===== src/rtl/wb_cmd_pkg.sv =====
// Shared definitions for the Wishbone command initiator.
//   - FSM state encoding (kept as plain 2-bit constants so older tools and
//     waveform viewers see stable numeric values)
//   - response error codes carried on rsp_err_o
//   - default bounded-wait limit and counter width
package wb_cmd_pkg;

    localparam logic [1:0] ST_IDLE = 2'd0;
    localparam logic [1:0] ST_BUS  = 2'd1;
    localparam logic [1:0] ST_RESP = 2'd2;

    localparam logic RSP_ERR_NONE    = 1'b0;
    localparam logic RSP_ERR_TIMEOUT = 1'b1;

    localparam int unsigned DEFAULT_TIMEOUT = 255;
    localparam int unsigned DEFAULT_CNT_W   = 8;

endpackage


===== src/rtl/wb_cmd_initiator_timeout_ctr.sv =====
// wb_timeout_ctr: saturating wait counter for bus initiators.
//   clk_i      rising-edge clock
//   rst_i      synchronous active-high reset (counter to 0)
//   clr_i      synchronous clear, wins over en_i
//   en_i       count one more waited cycle
//   expired_o  high while the count equals LIMIT-1 (never high if LIMIT = 0)
// The count sticks at all-ones instead of wrapping, so a long wait with
// LIMIT = 0 can never alias back into a small value.
module wb_timeout_ctr #(
    parameter int unsigned LIMIT = 255,
    parameter int unsigned CNT_W = 8
) (
    input  logic clk_i,
    input  logic rst_i,
    input  logic clr_i,
    input  logic en_i,
    output logic expired_o
);

    localparam logic [CNT_W-1:0] LAST = (LIMIT == 0) ? '0 : CNT_W'(LIMIT - 1);

    logic [CNT_W-1:0] cnt_q;
    logic [CNT_W-1:0] cnt_d;

    always_comb begin
        cnt_d = cnt_q;
        if (clr_i) begin
            cnt_d = '0;
        end else if (en_i && (cnt_q != '1)) begin
            cnt_d = cnt_q + 1'b1;
        end
    end

    always_ff @(posedge clk_i) begin
        if (rst_i) begin
            cnt_q <= '0;
        end else begin
            cnt_q <= cnt_d;
        end
    end

    assign expired_o = (LIMIT != 0) && (cnt_q == LAST);

endmodule


===== src/rtl/wb_cmd_initiator.sv =====
// wb_cmd_initiator: single-outstanding Wishbone classic initiator.
//   Command side  : cmd_valid_i/cmd_ready_o with adr/dat/sel/we
//   Response side : rsp_valid_o/rsp_ready_i with rsp_dat_o/rsp_err_o
//   Bus side      : wb_cyc_o = wb_stb_o, wb_we_o/adr/dat/sel registered,
//                   wb_dat_i/wb_ack_i (ack may be combinational from STB)
//   busy_o        : high whenever a command is in flight (BUS or RESP)
// Handshakes: a transfer happens on a rising edge where valid and ready are
// both high; valid, once raised, holds its payload stable until taken.
// A bus cycle that sees no ACK for TIMEOUT cycles ends with rsp_err_o = 1.
module wb_cmd_initiator
    import wb_cmd_pkg::*;
#(
    parameter int unsigned TIMEOUT = DEFAULT_TIMEOUT,
    parameter int unsigned CNT_W   = DEFAULT_CNT_W
) (
    input  logic        wb_clk_i,
    input  logic        wb_rst_i,
    input  logic        cmd_valid_i,
    output logic        cmd_ready_o,
    input  logic [31:0] cmd_adr_i,
    input  logic [31:0] cmd_dat_i,
    input  logic [3:0]  cmd_sel_i,
    input  logic        cmd_we_i,
    output logic        rsp_valid_o,
    input  logic        rsp_ready_i,
    output logic [31:0] rsp_dat_o,
    output logic        rsp_err_o,
    output logic        wb_cyc_o,
    output logic        wb_stb_o,
    output logic        wb_we_o,
    output logic [31:0] wb_adr_o,
    output logic [31:0] wb_dat_o,
    output logic [3:0]  wb_sel_o,
    input  logic [31:0] wb_dat_i,
    input  logic        wb_ack_i,
    output logic        busy_o
);

    logic [1:0]  state_q, state_d;
    logic [31:0] adr_q, adr_d;
    logic [31:0] dat_q, dat_d;
    logic [3:0]  sel_q, sel_d;
    logic        we_q, we_d;
    logic [31:0] rsp_dat_q, rsp_dat_d;
    logic        rsp_err_q, rsp_err_d;

    logic cmd_hs;
    logic tmo_expired;

    // Ready is gated by reset so that no command can appear accepted in a
    // cycle whose edge is going to reset the FSM anyway.
    assign cmd_ready_o = (state_q == ST_IDLE) && !wb_rst_i;
    assign cmd_hs      = cmd_valid_i && cmd_ready_o;

    wb_timeout_ctr #(
        .LIMIT (TIMEOUT),
        .CNT_W (CNT_W)
    ) u_timeout_ctr (
        .clk_i     (wb_clk_i),
        .rst_i     (wb_rst_i),
        .clr_i     (cmd_hs),
        .en_i      ((state_q == ST_BUS) && !wb_ack_i),
        .expired_o (tmo_expired)
    );

    always_comb begin
        state_d   = state_q;
        adr_d     = adr_q;
        dat_d     = dat_q;
        sel_d     = sel_q;
        we_d      = we_q;
        rsp_dat_d = rsp_dat_q;
        rsp_err_d = rsp_err_q;
        case (state_q)
            ST_IDLE: begin
                if (cmd_hs) begin
                    adr_d   = cmd_adr_i;
                    dat_d   = cmd_dat_i;
                    sel_d   = cmd_sel_i;
                    we_d    = cmd_we_i;
                    state_d = ST_BUS;
                end
            end
            ST_BUS: begin
                // ACK is checked first so a responder answering in the very
                // cycle the wait expires still delivers its data.
                if (wb_ack_i) begin
                    rsp_dat_d = we_q ? 32'h0 : wb_dat_i;
                    rsp_err_d = RSP_ERR_NONE;
                    state_d   = ST_RESP;
                end else if (tmo_expired) begin
                    rsp_dat_d = 32'h0;
                    rsp_err_d = RSP_ERR_TIMEOUT;
                    state_d   = ST_RESP;
                end
            end
            ST_RESP: begin
                if (rsp_ready_i) begin
                    state_d = ST_IDLE;
                end
            end
            default: begin
                state_d = ST_IDLE;
            end
        endcase
    end

    always_ff @(posedge wb_clk_i) begin
        if (wb_rst_i) begin
            state_q   <= ST_IDLE;
            adr_q     <= 32'h0;
            dat_q     <= 32'h0;
            sel_q     <= 4'h0;
            we_q      <= 1'b0;
            rsp_dat_q <= 32'h0;
            rsp_err_q <= 1'b0;
        end else begin
            state_q   <= state_d;
            adr_q     <= adr_d;
            dat_q     <= dat_d;
            sel_q     <= sel_d;
            we_q      <= we_d;
            rsp_dat_q <= rsp_dat_d;
            rsp_err_q <= rsp_err_d;
        end
    end

    assign wb_cyc_o    = (state_q == ST_BUS);
    assign wb_stb_o    = (state_q == ST_BUS);
    assign wb_we_o     = we_q;
    assign wb_adr_o    = adr_q;
    assign wb_dat_o    = dat_q;
    assign wb_sel_o    = sel_q;
    assign rsp_valid_o = (state_q == ST_RESP);
    assign rsp_dat_o   = rsp_dat_q;
    assign rsp_err_o   = rsp_err_q;
    assign busy_o      = (state_q != ST_IDLE);

endmodule


===== config.mk =====
export PLATFORM = sky130hd
export DESIGN_NAME = wb_cmd_initiator
export DESIGN_NICKNAME = d
export VERILOG_FILES = /design/src/rtl/wb_cmd_pkg.sv /design/src/rtl/wb_cmd_initiator_timeout_ctr.sv /design/src/rtl/wb_cmd_initiator.sv
export SDC_FILE = /design/constraint.sdc
export NUM_CORES = 1
export LEC_CHECK = 0
export ABC_AREA = 1
export BUFFER_PORTS_ARGS = -buffer_cell sky130_fd_sc_hd__buf_2
export CORE_ASPECT_RATIO = 1.75
export CORE_MARGIN = 2
export CORE_UTILIZATION = 46
export CTS_CLUSTER_DIAMETER = 40
export DETAILED_ROUTE_END_ITERATION = 10
export GPL_ROUTABILITY_DRIVEN = 0
export GPL_TIMING_DRIVEN = 0
export MAX_ROUTING_LAYER = met4
export PLACE_DENSITY_LB_ADDON = 0.15
export REMOVE_ABC_BUFFERS = 1
export SETUP_SLACK_MARGIN = 0.05
export SYNTH_ARGS = -nofsm -noshare
export SYNTH_HDL_FRONTEND = slang
export SYNTH_SLANG_ARGS = --single-unit

===== constraint.sdc =====
create_clock -name wb_clk_i -period 4.3 [get_ports wb_clk_i]
set_input_delay 0.86 -clock wb_clk_i [delete_from_list [all_inputs] [get_ports wb_clk_i]]
set_output_delay 0.86 -clock wb_clk_i [all_outputs]
set_load 0.02 [all_outputs]

-- Word level (Yosys, flattened, before mapping)
Index checks and enable logic that the tools add are counted.
- flip-flop bits (word level): 112
- word-level logic and storage cells: 39
- reduce and logical (&&, ||, !) cells: 13
- mux-type cells: 10
- eq/ne operators: 7
- add/subtract/negate cells: 1
- operators with widths (operator ; count):
    $mux W32 ; 3
    $add A8 B1 Y8 const B ; 1
    $eq A8 B8 Y1 const B ; 1
    $mux W2 ; 4
    $ne A8 B8 Y1 const B ; 1
    $pmux W2 S3 ; 1
    $logic_and A1 B1 Y1 ; 4
    $reduce_and A2 Y1 ; 2
    $reduce_bool A2 Y1 ; 2
    $ne A3 B1 Y1 const B ; 1
    $reduce_and A3 Y1 ; 1
    $eq A2 B1 Y1 const B ; 1
    $eq A2 B2 Y1 const B ; 1
    $logic_not A1 Y1 ; 2
    $logic_not A2 Y1 ; 1
    $mux W1 ; 2
    $ne A2 B1 Y1 const B ; 1
    $ne A2 B2 Y1 const B ; 1
    $reduce_or A2 Y1 ; 1

-- Depth between registers and ports, before layout
Gate-level depths: netlist of run 1.
- depth after elaboration: 5
- gate-level depth with buffers: 11

-- By module
From an unflattened synthesis of run 1, not the netlist that was laid out.
- cell total of the unflattened synthesis: 665
- area, all modules: 4533.1 sq um
- by module, submodules not included (module ; cells an instance ; instances ; area an instance (sq um)):
    wb_cmd_initiator ; 598 ; 1 ; 4075.2
    wb_timeout_ctr ; 67 ; 1 ; 457.9

-- Worst setup path after synthesis of run 1
OpenSTA, ideal clock, no wires.
- path type: input-to-output
- start: input wb_rst_i
- end: output cmd_ready_o
- required time: 3440 ps
- arrival time: 1403 ps
- slack: 2037 ps
- stages on the path: 2
- path through: nor2_4 clkbuf_1
- cells in the longest elaborated chain, start to end: 2
- ends and longest elaborated chain (element ; line ; text):
    start: declaration ; wb_cmd_initiator.sv:17 ; input logic wb_rst_i,
    $logic_not A1 Y1 ; wb_cmd_initiator.sv:52 ; assign cmd_ready_o = (state_q == ST_IDLE) && !wb_rst_i;
    $logic_and A1 B1 Y1 ; wb_cmd_initiator.sv:52 ;
    end: declaration ; wb_cmd_initiator.sv:19 ; output logic cmd_ready_o,
No other way between the ends.

-- Final worst setup path of run 1
- start: input wb_rst_i
- end: register u_timeout_ctr.cnt_q[1]
- cells in the longest elaborated chain, start to end: 4
- ends and longest elaborated chain (element ; line ; text):
    $logic_not A1 Y1 ; wb_cmd_initiator.sv:52 ;
    $logic_and A1 B1 Y1 ; wb_cmd_initiator.sv:52 ;
    $logic_and A1 B1 Y1 ; wb_cmd_initiator.sv:53 ; assign cmd_hs = cmd_valid_i && cmd_ready_o;
    $reduce_or A2 Y1 (no line) * ; n/a ;
    end signal: assignment ; wb_cmd_initiator_timeout_ctr.sv:38 ; cnt_q <= cnt_d;
    end: declaration ; wb_cmd_initiator_timeout_ctr.sv:22 ; logic [CNT_W-1:0] cnt_q;
Every way passes the cells marked *; elsewhere a longest branch is shown, timed or not.
A chain may end at the register's enable or synchronous reset.

==> flow_metrics.py, run 1 <==
metrics = {
    "min_path": {
        "hp-class": "flop to flop",
        "hold_depth": 2,
        "hp-start": "wb_dat_o[31]",
        "min_to": "wb_dat_o[31]",
    },
    "cells_and_area": {
        "diodes": 0,
        "multi_input_area_um2": 1918,
        "layout-drive-gt1-share_pct": 31.78,
        "finalNetCount": 899,
        "final_cell_mix": "nand2_1, buf_2, dfxtp_1",
        "syn_to_final_growth_pct": 30.36,
        "fillers": 868,
        "regArea_um2": 2242,
        "final_common_cell": "nand2_1",
    },
    "critical_path": {
        "reg2reg_to": "wb_adr_o[10]",
        "arrival_ps": 3310,
        "reg2reg_from": "state_q[0]",
        "end_kind": "flop",
        "crit_fanout": 71,
        "worst_setup_path_start_kind": "input pin",
        "r2r_cells": 8,
        "required_ps": 4580,
        "worstSetupPathType": "input pin to flop",
        "rrSetupSlack_ps": 1980,
    },
    "timing": {
        "worst_pin_slew_ps": 1245,
        "final-setup-viol-count": 0,
        "rsz0062_at_grt": "no",
        "max_freq_mhz": 330.2,
        "whs_ps": 442.8,
        "finalSetupTns_ps": 0,
        "finalHoldViolCount": 0,
        "drv_slew": 0,
        "min_period_over_period_pct": 70.44,
        "slew_headroom_pct": 16.97,
        "fin_worst_skew_ps": 8.513,
        "layout_min_cycle_time_ps": 3029,
    },
    "cts": {
        "htreeDepth": 3,
        "post_cts_buffers": 0,
        "ctsResizeCount": 0,
        "numCtsBuffers": 9,
        "clkSinkCount": 112,
        "clock_latency_ps": 340,
        "holdBufCountCts": 0,
        "cts_root_buffer": "clkbuf_16",
        "path_clk_slew_ps": 70,
        "cts_max_path_buffers": 2,
        "cts_tree": "done",
    },
    "detailed_routing": {
        "final_antenna_net_count": 0,
        "drt_wl_total_mm": 11.44,
        "via_count": 4505,
        "firstDrtPassIters": 4,
        "drtIter0Drc": 196,
        "vias_per_cell": 4.907,
        "drc": 0,
        "wl_per_cell_um": 12.46,
    },
    "floorplan": {
        "start_util_pct": 47.40,
        "core_area_um2": 9468,
        "num_rows": 47,
        "io_pins": 213,
        "die_w_um": 78.67,
        "die_h_um": 134.7,
        "design.die.area_um2": 10590,
    },
    "logic_synthesis": {
        "yosysTopAreaCellShare_pct": 49.96,
        "synth_area_leaders": "dfxtp_1, nand2_1, nand3_1",
        "syn_area_um2": 4488,
        "ys_seq_area_share_pct": 49.96,
        "synth.distinct_cells": 24,
        "syn_avg_cell_area_um2": 7.382,
        "synth_warnings": 0,
        "syn_inst": 608,
        "ys_ff_latch": 112,
        "yosysTopAreaCell": "dfxtp_1",
    },
    "run": {
        "maxCapViolations": 0,
    },
    "placement": {
        "dpl.hpwl_mm": 7.967,
        "portBuffers": 212,
    },
    "global_routing": {
        "grt_usage_pct": 22.05,
        "grt_first_pass_wirelength_mm": 18.47,
        "grt_overflow": 0,
        "antenna_found_initial": 0,
        "grt_pass1_vias": 4312,
        "grt_max_degree": 72,
    },
    "pwr": {
        "p_leak_nw": 3.103,
        "finalPower_mw": 2.474,
        "powerDensity_nw_per_um2": 422.8,
        "ir_worst_vdd_mv": 0.2580,
    },
    "status": {
        "status": "complete, no violations",
    },
}
## worst max-delay path: stages
cell and delay [ps]:
buf_2 140, inv_1 770, nand2_2 260, inv_2 870, o21ai_0 220, nor2_1 130
## worst max path at each step
stage	from	end	slack (ps)
2_1_floorplan	wb_rst_i	u_timeout_ctr.cnt_q[5]	1610
5_1_grt	wb_rst_i	u_timeout_ctr.cnt_q[1]	910
3_3_place_gp	wb_rst_i	u_timeout_ctr.cnt_q[5]	810
4_1_cts	wb_rst_i	u_timeout_ctr.cnt_q[1]	1220
3_5_place_dp	wb_rst_i	u_timeout_ctr.cnt_q[1]	860
6_report	wb_rst_i	u_timeout_ctr.cnt_q[1]	1270
## report_power, final
part	internal (mW)	switching (mW)
clock network	0.588	0.368
logic	0.134	0.248
registers	1.10	0.0328
## stage by stage
stage,util (%),setup slack (ps),instance area (um^2),instances
floorplan,-,1611,4225,565
global placement,57.45,808.9,5439,899
detailed placement,58.05,861.0,5497,902
CTS,61.79,1220,5851,918
global route,61.79,907.4,5851,918
finish,61.79,1271,5851,918
## cells by family (layout without fill, tap and decap cells)
group / count (synthesis) / count (layout) / share of synthesized area (%)
adders and majority gates: 2 / 2 / 0.5575
and+or+nand+nor: 387 / 387 / 35.85
xor gates and xnor gates: 3 / 3 / 0.5856
DFF: 112 / 112 / 49.96
AOI/OAI and AO/OA: 43 / 43 / 5.687
buffers and inverters: 61 / 249 / 7.360
## final cells by class
type                            count  area share [%]
Tap cell                          122           2.609
Sequential cell                   112           38.32
Inverter                           18           1.155
Clock buffer                       10           4.085
Timing Repair Buffer              215           19.08
Multi-Input combinational cell    435           32.78
Clock inverter                      6           1.967
## cells in the mapped netlist
cell type and instances:
xor2_1 2, inv_1 15, nor2_1 42, clkbuf_1 17
nand2_2 3, buf_4 7, dfxtp_1 112, o21bai_1 1
nand3_1 105, a21oi_1 30, nand4_1 1, ha_1 2
buf_12 1, a21oi_2 10, o21ai_0 1, buf_2 11
o21ai_1 1, nand2_1 232, buf_1 1, inv_2 3
nor2_4 1, buf_6 6, nor2_2 3, xnor2_1 1
## per-layer routing
layer  up-vias  routed length [um]  GRT usage, %
li1       2302                   -             -
met1      2006                4536         23.60
met2       183                5751         38.56
met3        14                 937         6.016
met4         0                 209         7.992
met5         -                   0             -
## registers in the layout, summed over array words and instances (netlist names)
| register | count |
|---|---|
| rsp_dat_o | 32 |
| wb_adr_o | 32 |
| wb_dat_o | 32 |
| u_timeout_ctr.cnt_q | 8 |
| wb_sel_o | 4 |
| state_q | 2 |
| rsp_err_o | 1 |
| wb_we_o | 1 |
Note: power is estimated with default switching activity, not from simulation.
==> run 2, diff against run 1 <==
CORE_UTILIZATION = 42   (was 46)
clock period = 2.69 ns   (was 4.3 ns; I/O delays follow)
==> run 2 against run 1 <==
Largest power group unchanged. Highest routed layer unchanged. Cell count rose by 0.87%. Count of clock-buffer cells in the layout did not move. Register-to-register slack got worse by 1500 ps.
==> flow_metrics.py, run 2 (synthesized netlist as in run 1, its figures left out) <==
metrics = {
    "cells_and_area": {
        "final_common_cell": "nand2_1",
        "diodes": 0,
        "layout-drive-gt1-share_pct": 31.78,
        "layout.cells.non_filler": 926,
        "syn_to_final_growth_pct": 30.08,
        "finalNetCount": 899,
        "final_cell_mix": "nand2_1, buf_2, dfxtp_1",
        "postLayoutCellArea_um2": 5838,
    },
    "pwr": {
        "powerDensity_nw_per_um2": 663.2,
        "ir_worst_vdd_mv": 0.3983,
        "p_leak_nw": 3.099,
    },
    "timing": {
        "max_freq_mhz": 427.3,
        "rsz0062_at_grt": "no",
        "finalHoldViolCount": 0,
        "fin_worst_skew_ps": 7.693,
        "whs_ps": 412.2,
        "finalSetupTns_ps": 0,
        "drv_slew": 0,
        "worst_pin_slew_ps": 1266,
        "layout_min_cycle_time_ps": 2340,
        "slew_headroom_pct": 15.60,
        "min_period_over_period_pct": 87.01,
        "final-setup-viol-count": 0,
        "fin_ws_ps": 349.6,
    },
    "placement": {
        "portBuffers": 212,
        "dp_cells": 910,
        "placed_area_um2": 5507,
        "dpl_worst_slack_ps": -427.5,
        "dpl.hpwl_mm": 7.880,
    },
    "detailed_routing": {
        "firstDrtPassIters": 4,
        "via_count": 4439,
        "final_antenna_net_count": 0,
        "drt_wl_total_mm": 11.33,
        "drtIter0Drc": 140,
        "vias_per_cell": 4.794,
        "wl_per_cell_um": 12.24,
        "drc": 0,
    },
    "critical_path": {
        "critical_path.cell_chain": "inv_1 -> nand2_1 -> nor2_4 -> buf_12 -> buf_2",
        "worst_setup_path_start_kind": "flop",
        "arrival_ps": 1800,
        "max_stage_delay_ps": 480,
        "required_ps": 2150,
        "cp_top_family": "simple AND/OR/NAND/NOR gates",
        "worstSetupPathType": "flop to primary output",
        "crit_slowest_cell": "nor2_4",
        "crit_fanout": 46,
        "end_kind": "primary output",
        "reg2reg_from": "u_timeout_ctr.cnt_q[0]",
        "startpoint": "state_q[0]",
        "critPathBufInv": 3,
    },
    "global_routing": {
        "grt_overflow": 0,
        "antenna_found_initial": 0,
        "grt_first_pass_wirelength_mm": 17.94,
        "grt_pass1_vias": 4027,
        "grt_max_degree": 72,
        "grt_usage_pct": 19.98,
    },
    "min_path": {
        "hp-start": "cmd_adr_i[2]",
        "hp-class": "input pin to flop",
    },
    "cts": {
        "cts_max_path_buffers": 2,
        "path_clk_slew_ps": 70,
        "htreeDepth": 3,
        "cts_tree": "done",
        "numCtsBuffers": 9,
        "clkSinkCount": 112,
        "clock_latency_ps": 340,
        "cts_root_buffer": "clkbuf_16",
    },
    "floorplan": {
        "design.die.area_um2": 11560,
        "start_util_pct": 42.45,
        "die_w_um": 82.14,
        "io_pins": 213,
        "die_h_um": 140.8,
        "core_area_um2": 10570,
        "num_rows": 50,
    },
    "status": {
        "status": "complete, no violations",
    },
    "run": {
        "maxCapViolations": 0,
    },
}
[run 2: area by class of cell]
class	count	area, um^2
sequential	112	2242
multi-input combinational	435	1918
timing repair buffer	215	1116
fill	1036	4735
inverter	18	70.07
clock inverter	6	90.09
tap	130	162.7
clock buffer	10	239.0
[run 2: final timing paths]
kind,slack (ps),depth (start not counted),end
hold / removal,410,3,wb_adr_o[2]
setup / recovery,350,5,cmd_ready_o
setup reg to reg,500,9,rsp_dat_o[13]
hold reg to reg,440,2,wb_dat_o[8]
[run 2: metal layers]
metal | part of all wire (%) | track usage (%) | vias up
met5 | 0 | - | -
met4 | 1.5 | 7.368 | 0
met3 | 8.6 | 4.802 | 13
met2 | 48 | 33.42 | 183
met1 | 41 | 22.71 | 1945
li1 | - | - | 2298
[run 2: power breakdown]
group          leakage [nW]  switching (mW)  internal, mW
clock                 0.165           0.601         0.849
combinational          2.02           0.394         0.214
sequential            0.918          0.0515          1.76
total                  3.10            1.05          2.83
[run 2: what timing repair did]
action / CTS / global route
gates resized for setup: 1 / 0
setup endpoints to repair: 4 / 0
hold buffers: 0 / 0
setup buffers: 0 / 0
[run 2: worst min-delay path, delay by kind of cell]
kind,cells,cell delay (ps)
AND/OR/NAND/NOR,2,120
buffers and inverters,1,80
[run 2: stage by stage]
stage,utilization (%),power (mW)
after floorplan,-,2.193
after global placement,51.54,2.443
after detailed placement,52.08,2.466
after CTS,55.22,3.922
after global routing,55.22,4.058
final,55.22,3.872
